===== config.mk =====
export PLATFORM = sky130hd
export DESIGN_NAME = dsm_bitstream_modulator_flat
export DESIGN_NICKNAME = d
export VERILOG_FILES = /design/src/rtl/dsm_bitstream_modulator_if.sv /design/src/rtl/dsm_bitstream_modulator.sv /design/src/flat_wrapper.sv
export SDC_FILE = /design/constraint.sdc
export NUM_CORES = 1
export LEC_CHECK = 0
export CAP_MARGIN = 5
export CORE_MARGIN = 8
export CORE_UTILIZATION = 62
export DETAILED_ROUTE_END_ITERATION = 10
export PLACE_DENSITY = 0.81
export SYNTH_ARGS = -nofsm -noshare
export SYNTH_HDL_FRONTEND = slang
export SYNTH_SLANG_ARGS = --single-unit

===== constraint.sdc =====
create_clock -name clk -period 7.6 [get_ports clk]
set_clock_uncertainty 0.15 [all_clocks]
set_input_delay 1.52 -clock clk [delete_from_list [all_inputs] [get_ports clk]]
set_output_delay 1.52 -clock clk [all_outputs]
set_load 0.02 [all_outputs]

===== src/rtl/dsm_bitstream_modulator_if.sv =====
// PCM sample handshake plus bitstream/status outputs of the delta-sigma modulator.
interface dsm_bitstream_modulator_if #(
    parameter int IN_W = 16
);
    logic signed [IN_W-1:0] in_data;
    logic                   in_valid;
    logic                   in_ready;
    logic                   bit_out;
    logic                   frame_strobe;
    logic                   underflow;

    modport master (
        output in_data, in_valid,
        input  in_ready, bit_out, frame_strobe, underflow
    );

    modport slave (
        input  in_data, in_valid,
        output in_ready, bit_out, frame_strobe, underflow
    );
endinterface


===== src/rtl/dsm_bitstream_modulator.sv =====
// Second-order 1-bit delta-sigma modulator with ZOH frame interpolation (OSR 2^OSR_LOG2).
// Define DSM_DITHER_EN to add LFSR dither at the quantizer input.
module dsm_bitstream_modulator #(
    parameter int OSR_LOG2 = 6,
    parameter int IN_W     = 16
) (
    input logic                       clk,
    input logic                       rst,
    dsm_bitstream_modulator_if.slave  bus
);
    localparam int I1_W = 20;
    localparam int I2_W = 24;
    localparam int S1_W = I1_W + 2;
    localparam int S2_W = I2_W + 2;

    localparam logic signed [S1_W-1:0] FB1   = S1_W'(2 ** (IN_W - 1));
    localparam logic signed [S2_W-1:0] FB2   = S2_W'(2 ** IN_W);
    localparam logic signed [S1_W-1:0] I1_MAX = S1_W'(2 ** (I1_W - 1) - 1);
    localparam logic signed [S1_W-1:0] I1_MIN = S1_W'(-(2 ** (I1_W - 1)));
    localparam logic signed [S2_W-1:0] I2_MAX = S2_W'(2 ** (I2_W - 1) - 1);
    localparam logic signed [S2_W-1:0] I2_MIN = S2_W'(-(2 ** (I2_W - 1)));

    logic [OSR_LOG2-1:0]    cnt_q, cnt_d;
    logic signed [IN_W-1:0] buf_q, buf_d;
    logic                   full_q, full_d;
    logic signed [IN_W-1:0] x_q, x_d;
    logic signed [I1_W-1:0] i1_q, i1_d;
    logic signed [I2_W-1:0] i2_q, i2_d;
    logic                   bit_q, bit_d;
    logic                   fs_q, fs_d;
    logic                   uf_q, uf_d;

    logic                   q;
    logic                   xfer;
    logic signed [S1_W-1:0] sum1;
    logic signed [S2_W-1:0] sum2;

    function automatic logic signed [I1_W-1:0] sat1(input logic signed [S1_W-1:0] v);
        if (v > I1_MAX)      return I1_MAX[I1_W-1:0];
        else if (v < I1_MIN) return I1_MIN[I1_W-1:0];
        else                 return v[I1_W-1:0];
    endfunction

    function automatic logic signed [I2_W-1:0] sat2(input logic signed [S2_W-1:0] v);
        if (v > I2_MAX)      return I2_MAX[I2_W-1:0];
        else if (v < I2_MIN) return I2_MIN[I2_W-1:0];
        else                 return v[I2_W-1:0];
    endfunction

`ifdef DSM_DITHER_EN
    localparam int QS_W = I2_W + 1;
    logic [15:0]            lfsr_q, lfsr_d;
    logic signed [QS_W-1:0] qsum;

    always_comb begin
        lfsr_d = {lfsr_q[14:0], lfsr_q[15] ^ lfsr_q[13] ^ lfsr_q[12] ^ lfsr_q[10]};
        qsum   = QS_W'(i2_q) + QS_W'($signed(lfsr_q[7:0]));
        q      = ~qsum[QS_W-1];
    end

    always_ff @(posedge clk or posedge rst) begin
        if (rst) lfsr_q <= 16'hACE1;
        else     lfsr_q <= lfsr_d;
    end
`else
    always_comb q = ~i2_q[I2_W-1];
`endif

    assign bus.in_ready     = ~full_q & ~rst;
    assign bus.bit_out      = bit_q;
    assign bus.frame_strobe = fs_q;
    assign bus.underflow    = uf_q;
    assign xfer             = bus.in_valid & bus.in_ready;

    always_comb begin
        cnt_d  = cnt_q + 1'b1;
        buf_d  = buf_q;
        full_d = full_q;
        x_d    = x_q;
        fs_d   = 1'b0;
        uf_d   = 1'b0;
        // A transfer can only happen while empty, so it never collides with the move to x.
        if (&cnt_q) begin
            if (full_q) begin
                x_d    = buf_q;
                full_d = 1'b0;
                fs_d   = 1'b1;
            end else begin
                uf_d   = 1'b1;
            end
        end
        if (xfer) begin
            buf_d  = bus.in_data;
            full_d = 1'b1;
        end
        sum1  = S1_W'(i1_q) + S1_W'(x_q) - (q ? FB1 : -FB1);
        sum2  = S2_W'(i2_q) + S2_W'(i1_q) - (q ? FB2 : -FB2);
        i1_d  = sat1(sum1);
        i2_d  = sat2(sum2);
        bit_d = q;
    end

    always_ff @(posedge clk or posedge rst) begin
        if (rst) begin
            cnt_q  <= '0;
            buf_q  <= '0;
            full_q <= 1'b0;
            x_q    <= '0;
            i1_q   <= '0;
            i2_q   <= '0;
            bit_q  <= 1'b0;
            fs_q   <= 1'b0;
            uf_q   <= 1'b0;
        end else begin
            cnt_q  <= cnt_d;
            buf_q  <= buf_d;
            full_q <= full_d;
            x_q    <= x_d;
            i1_q   <= i1_d;
            i2_q   <= i2_d;
            bit_q  <= bit_d;
            fs_q   <= fs_d;
            uf_q   <= uf_d;
        end
    end
endmodule

===== src/flat_wrapper.sv =====
// flat-port wrapper written by rule: the top's interface ports become plain ports
module dsm_bitstream_modulator_flat 
#(
    parameter int OSR_LOG2 = 6,
    parameter int IN_W     = 16
)
  (clk, rst, bus_in_data, bus_in_valid, bus_in_ready, bus_bit_out, bus_frame_strobe, bus_underflow);
  dsm_bitstream_modulator_if #(.IN_W(IN_W)) bus_i ();
  input logic clk;
  input logic rst;
  input wire logic [$bits(bus_i.in_data)-1:0] bus_in_data;
  input wire logic [$bits(bus_i.in_valid)-1:0] bus_in_valid;
  output wire logic [$bits(bus_i.in_ready)-1:0] bus_in_ready;
  output wire logic [$bits(bus_i.bit_out)-1:0] bus_bit_out;
  output wire logic [$bits(bus_i.frame_strobe)-1:0] bus_frame_strobe;
  output wire logic [$bits(bus_i.underflow)-1:0] bus_underflow;
  assign bus_i.in_data = bus_in_data;
  assign bus_i.in_valid = bus_in_valid;
  assign bus_in_ready = bus_i.in_ready;
  assign bus_bit_out = bus_i.bit_out;
  assign bus_frame_strobe = bus_i.frame_strobe;
  assign bus_underflow = bus_i.underflow;
  dsm_bitstream_modulator #(.OSR_LOG2(OSR_LOG2), .IN_W(IN_W)) u_core (.clk(clk), .rst(rst), .bus(bus_i));
endmodule

## Word level (Yosys, flattened, before mapping)

Cells that the tools add are included.

- Bits in registers: 86
- Input port bits: 19
- Word-level logic and storage cells: 38

- $add $sub $neg: 5
- Order comparisons: 4
- Mux-type cells: 12
- Bitwise gates (word level): 5
- Reduce and logical (&&, ||, !) cells: 3

Operators by type and width:

| kind | count |
|---|---|
| two-way mux 24 bit | 2 |
| two-way mux 20 bit | 2 |
| > comparator 26 x 24 -> 1 bit, second input constant | 1 |
| < comparator 26 x 24 -> 1 bit, second input constant | 1 |
| two-way mux 26 bit | 1 |
| subtractor 26 bit | 1 |
| adder 24 x 20 -> 25 bit | 1 |
| > comparator 22 x 20 -> 1 bit, second input constant | 1 |
| < comparator 22 x 20 -> 1 bit, second input constant | 1 |
| two-way mux 22 bit | 1 |
| subtractor 22 bit | 1 |
| adder 20 x 16 -> 21 bit | 1 |
| AND reduction 7 bit | 1 |
| adder 6 x 1 -> 6 bit, second input constant | 1 |
| two-way mux 1 bit | 6 |
| AND reduction 6 bit | 1 |
| NOT 1 bit | 3 |
| bitwise AND 1 bit | 2 |
| nonzero test 2 bit | 1 |

## Logic depth before layout (Yosys ltp)

- Word-level depth: 5
- Mapped depth: 21
- Depth with buffers taken out: 20

## Worst setup path after synthesis

Ideal clock, no wire load.

- Kind: register to register
- Start: register u_core.i1_q[5]
- End: register u_core.i2_q[15]
- Library setup time: 81 ps
- Data arrival time: 4,525 ps
- Required time: 7,369 ps
- Path slack: 2,844 ps
- Stages on the path, launching flop included: 18
- Period minus slack after synthesis: 4,756 ps
- Cells stage by stage: dfrtp_1 -> ha_1 -> a21o_1 -> a211o_1 -> o2111a_1 -> o21ai_0 -> a21oi_1 -> o31ai_1 -> or4b_2 -> o211ai_1 -> ha_1 -> a21oi_1 -> mux2i_1 -> nand3_1 -> a211o_1 -> buf_6 -> or3_1 -> o211ai_2

- Word-level cells in the longest chain between the ends: 5

Ends and longest elaborated chain:

| item | line | RTL |
|---|---|---|
| from (decl) | dsm_bitstream_modulator.sv:27 | `logic signed [I1_W-1:0] i1_q, i1_d;` |
| from (signal assigned) | dsm_bitstream_modulator.sv:119 | `i1_q <= i1_d;` |
| adder 24 x 20 -> 25 bit * | dsm_bitstream_modulator.sv:97 | `sum2 = S2_W'(i2_q) + S2_W'(i1_q) - (q ? FB2 : -FB2);` |
| subtractor 26 bit * | dsm_bitstream_modulator.sv:97 |  |
| < comparator 26 x 24 -> 1 bit | dsm_bitstream_modulator.sv:46 | `else if (v < I2_MIN) return I2_MIN[I2_W-1:0];` |
| two-way mux 24 bit | dsm_bitstream_modulator.sv:46 |  |
| two-way mux 24 bit * | dsm_bitstream_modulator.sv:45 | `if (v > I2_MAX) return I2_MAX[I2_W-1:0];` |
| net u_core.i2_d[15] | dsm_bitstream_modulator.sv:28 | `logic signed [I2_W-1:0] i2_q, i2_d;` |
| to (signal assigned) | dsm_bitstream_modulator.sv:120 | `i2_q <= i2_d;` |
| to (decl) | dsm_bitstream_modulator.sv:28 |  |

Mark *: on every way through the listed nets, which the timed path passes. The rest lies on a longest branch.
A chain may end at the register's enable or synchronous reset.

## Final worst setup path

- Start: register u_core.i1_q[0]
- End: register u_core.i2_q[7]

The elaborated chain is that of the path after synthesis.

==> qor.yml <==
synthesis:
  synthAdderAreaFrac_pct: 13.4
  synth_edf_count: 0
  synth_xor_area_share_pct: 6.55
  ys_seq_area_share_pct: 35.8
  synth_top_family_by_area: "compound AO/OA/AOI/OAI gates"
  avgSynthCellArea_um2: 10.0
  synth_warnings: 0
  synthMuxAreaShare_pct: 6.32
  ys_types: 67
  synth_top_area_cell: "dfrtp_1"
  postSynth.asyncResetShare_pct: 100
  syn_nets: 683
  syn_area_um2: 6020
  yosys_most_used_dff: "dfrtp_1"
  synth-simple-area-share_pct: 12.3
  synthCells: 602
  synth_area_leaders: "dfrtp_1 36%, ha_1 12%, mux2_2 6.0%"
  synth_compound_area_share_pct: 22.8
  synth.top_cell.area_share_pct: 35.8
  ys_ff_latch: 86
worst_setup_path:
  crit_arrival_ps: 5840
  path_class: "flop to flop"
  path_max_fanout: 18
  r2r-start: "u_core.i1_q[0]"
  end_kind: "flop"
  reg2reg_to: "u_core.i2_q[7]"
  r2r_setup_slack_ps: 1790
  critPathRequiredTime_ps: 7630
  reg2reg_depth: 18
  start_kind: "flop"
clock_network:
  root_buffer: "clkbuf_8"
  htree_levels: 3
  postCtsHoldBufs: 0
  worst_skew_pair.late_latency_ps: 360
  clock_sinks: 86
  clkTransAtPathRegs_ps: 100
  postCtsSetupBuffers: 0
  cts_buffer_depth: 2
  cts_tree: "yes"
  cts.repair.resized: 0
  cts_buffers: 9
grt:
  grt_pass1_wl_um: 22000
  grt_max_degree: 61
  grt_util_all_layers_pct: 20.6
  grt_pass1_vias: 4812
  grtUsageMet1_pct: 26.0
  use_met3_pct: 3.48
  antenna_found_initial: 0
  top_usage_layer: "met2"
  grtUsageMet2_pct: 34.7
  gr-total-overflow: 0
final_layout:
  area_growth_syn_to_layout_pct: 8.71
  layout-drive-gt1-share_pct: 11.0
  layout_common_cells: "86 x dfrtp_1, 58 x ha_1, 42 x a21oi_1, 32 x nor2_1, 32 x mux2_2"
  nFillCells: 750
  utilization_pct: 68.2
  fin_nets: 705
  final_common_cell: "dfrtp_1"
  n_antenna_cell: 0
placement:
  gp_congestion: 0.926
  port_buffers: 22
  place_hpwl_um: 9420
route:
  vias_per_cell: 6.21
  wl_per_cell_um: 16.5
  drc_errors: 0
  vias: 4732
  ant_nets: 0
  drt_iter0_drc: 317
  drt_first_pass_iters: 4
  drt_wl_total_um: 12600
min_path:
  min_to: "u_core.cnt_q[0]"
  hp-start: "u_core.cnt_q[0]"
  hp-class: "flop to flop"
  hold_path_depth: 1
power:
  irDropWorstVdd_v: 0.000177
  power_density_nw_per_um2: 139
  power.leakage_nw: 3.19
timing:
  rsz0062_at_grt: "no"
  fmax_ghz: 0.172
  min_period_ps: 5810
  hold_violations: 0
  maxSlewViolCount: 0
  slew_headroom_pct: 30.7
  worst_slew_pin_slew_ps: 1040
  setup_tns_ps: 0
  finalSetupViolCount: 0
  finalCritPeriodShare_pct: 76.4
die:
  start_util_pct: 62.7
  coreArea_um2: 9590
  rows: 36
  die_area_um2: 13100
  die_x_um: 115
  die_y_um: 115
  io_pins: 23
run:
  cap_violations: 0
outcome:
  run_status: "finished, final reports clean"
[state kept, by name, indices dropped and copies added (netlist names)]
signal	cells
u_core.bus.bit_out	1
u_core.i2_q	24
u_core.cnt_q	6
u_core.full_q	1
u_core.x_q	16
u_core.buf_q	16
u_core.bus.underflow	1
u_core.i1_q	20
u_core.bus.frame_strobe	1
[cell families (layout without fill, tap and decap cells)]
group | Yosys count | in the layout
AND/OR/NAND/NOR | 140 | 140
AO/OA/AOI/OAI | 196 | 196
buffers and inverters | 39 | 66
adder cells (fa/ha/maj) | 62 | 62
flip-flops | 86 | 86
XOR/XNOR | 45 | 45
multiplexers | 34 | 34
[synthesized netlist by cell type (all sizes together) (5+ instances only)]
cell / number
dfrtp: 86
ha: 58
a21oi: 46
mux2: 32
nor2: 32
a21o: 31
o21ai: 27
inv: 25
nand2: 25
xnor2: 25
xor2: 20
o21a: 14
nand2b: 11
nand3: 11
o211ai: 11
nor3: 9
a211oi: 8
and3: 8
clkbuf: 8
or3: 8
o31ai: 7
a31oi: 6
and2: 6
buf: 6
o21bai: 6
a311oi: 5
nand4: 5
nor2b: 5
[power by group]
group	total [W]	leakage [nW]	switching [W]	internal, W
combinational	0.0000673	2.01	0.0000244	0.0000429
sequential	0.000525	1.08	0.0000234	0.000501
clock	0.000317	0.0954	0.000183	0.000134
[worst max-delay path by stage]
stage,from,to,slack (ps)
2_1_floorplan,u_core.i1_q[5],u_core.i2_q[15],2840
3_3_place_gp,u_core.i1_q[5],u_core.i2_q[5],2150
5_1_grt,u_core.i1_q[0],u_core.i2_q[7],1280
3_5_place_dp,u_core.i1_q[0],u_core.i2_q[21],1900
4_1_cts,u_core.i1_q[0],u_core.i2_q[7],1830
6_report,u_core.i1_q[0],u_core.i2_q[7],1790
[metal layers]
metal,vias up,wire length (µm)
met3,17,524
met2,108,6060
met5,-,0
met4,0,215
met1,2297,5760
li1,2310,-
[per-stage QoR]
stage / area (µm²) / instances / total power (W) / setup slack (ps) / hold slack (ps)
floorplan: 6020 / 602 / 0.000574 / 2840 / 287
global placement: 6350 / 746 / 0.000594 / 2150 / 304
detailed placement: 6350 / 746 / 0.000603 / 1900 / 313
CTS: 6540 / 762 / 0.000920 / 1830 / 328
global route: 6540 / 762 / 0.000948 / 1280 / 362
finish: 6540 / 762 / 0.000909 / 1790 / 328
[worst max-delay path: stages, from the launching register on]
cell and delay (ps):
dfrtp_1 380, ha_1 210, inv_1 70, fa_1 410
nand2b_1 190, a21oi_1 270, o2111a_1 330, o21ai_0 150
a21oi_1 250, nor3_1 90, xnor2_1 130, ha_1 330
nand2_1 150, nor3_1 60, a2111oi_0 820, and3_4 320
a211o_1 370, a21o_1 670, o211ai_1 250
[area by class of cell]
cell class | count | area [µm²] | area share, %
multi-input cells | 477 | 3690 | 56.5
flip-flops and latches | 86 | 2150 | 32.9
repair buffers | 25 | 243 | 3.71
well taps | 133 | 166 | 2.54
clock buffers | 10 | 138 | 2.10
inverters | 25 | 95.1 | 1.45
clock inverters | 6 | 53.8 | 0.822
Power figures use the tool's default switching activity.
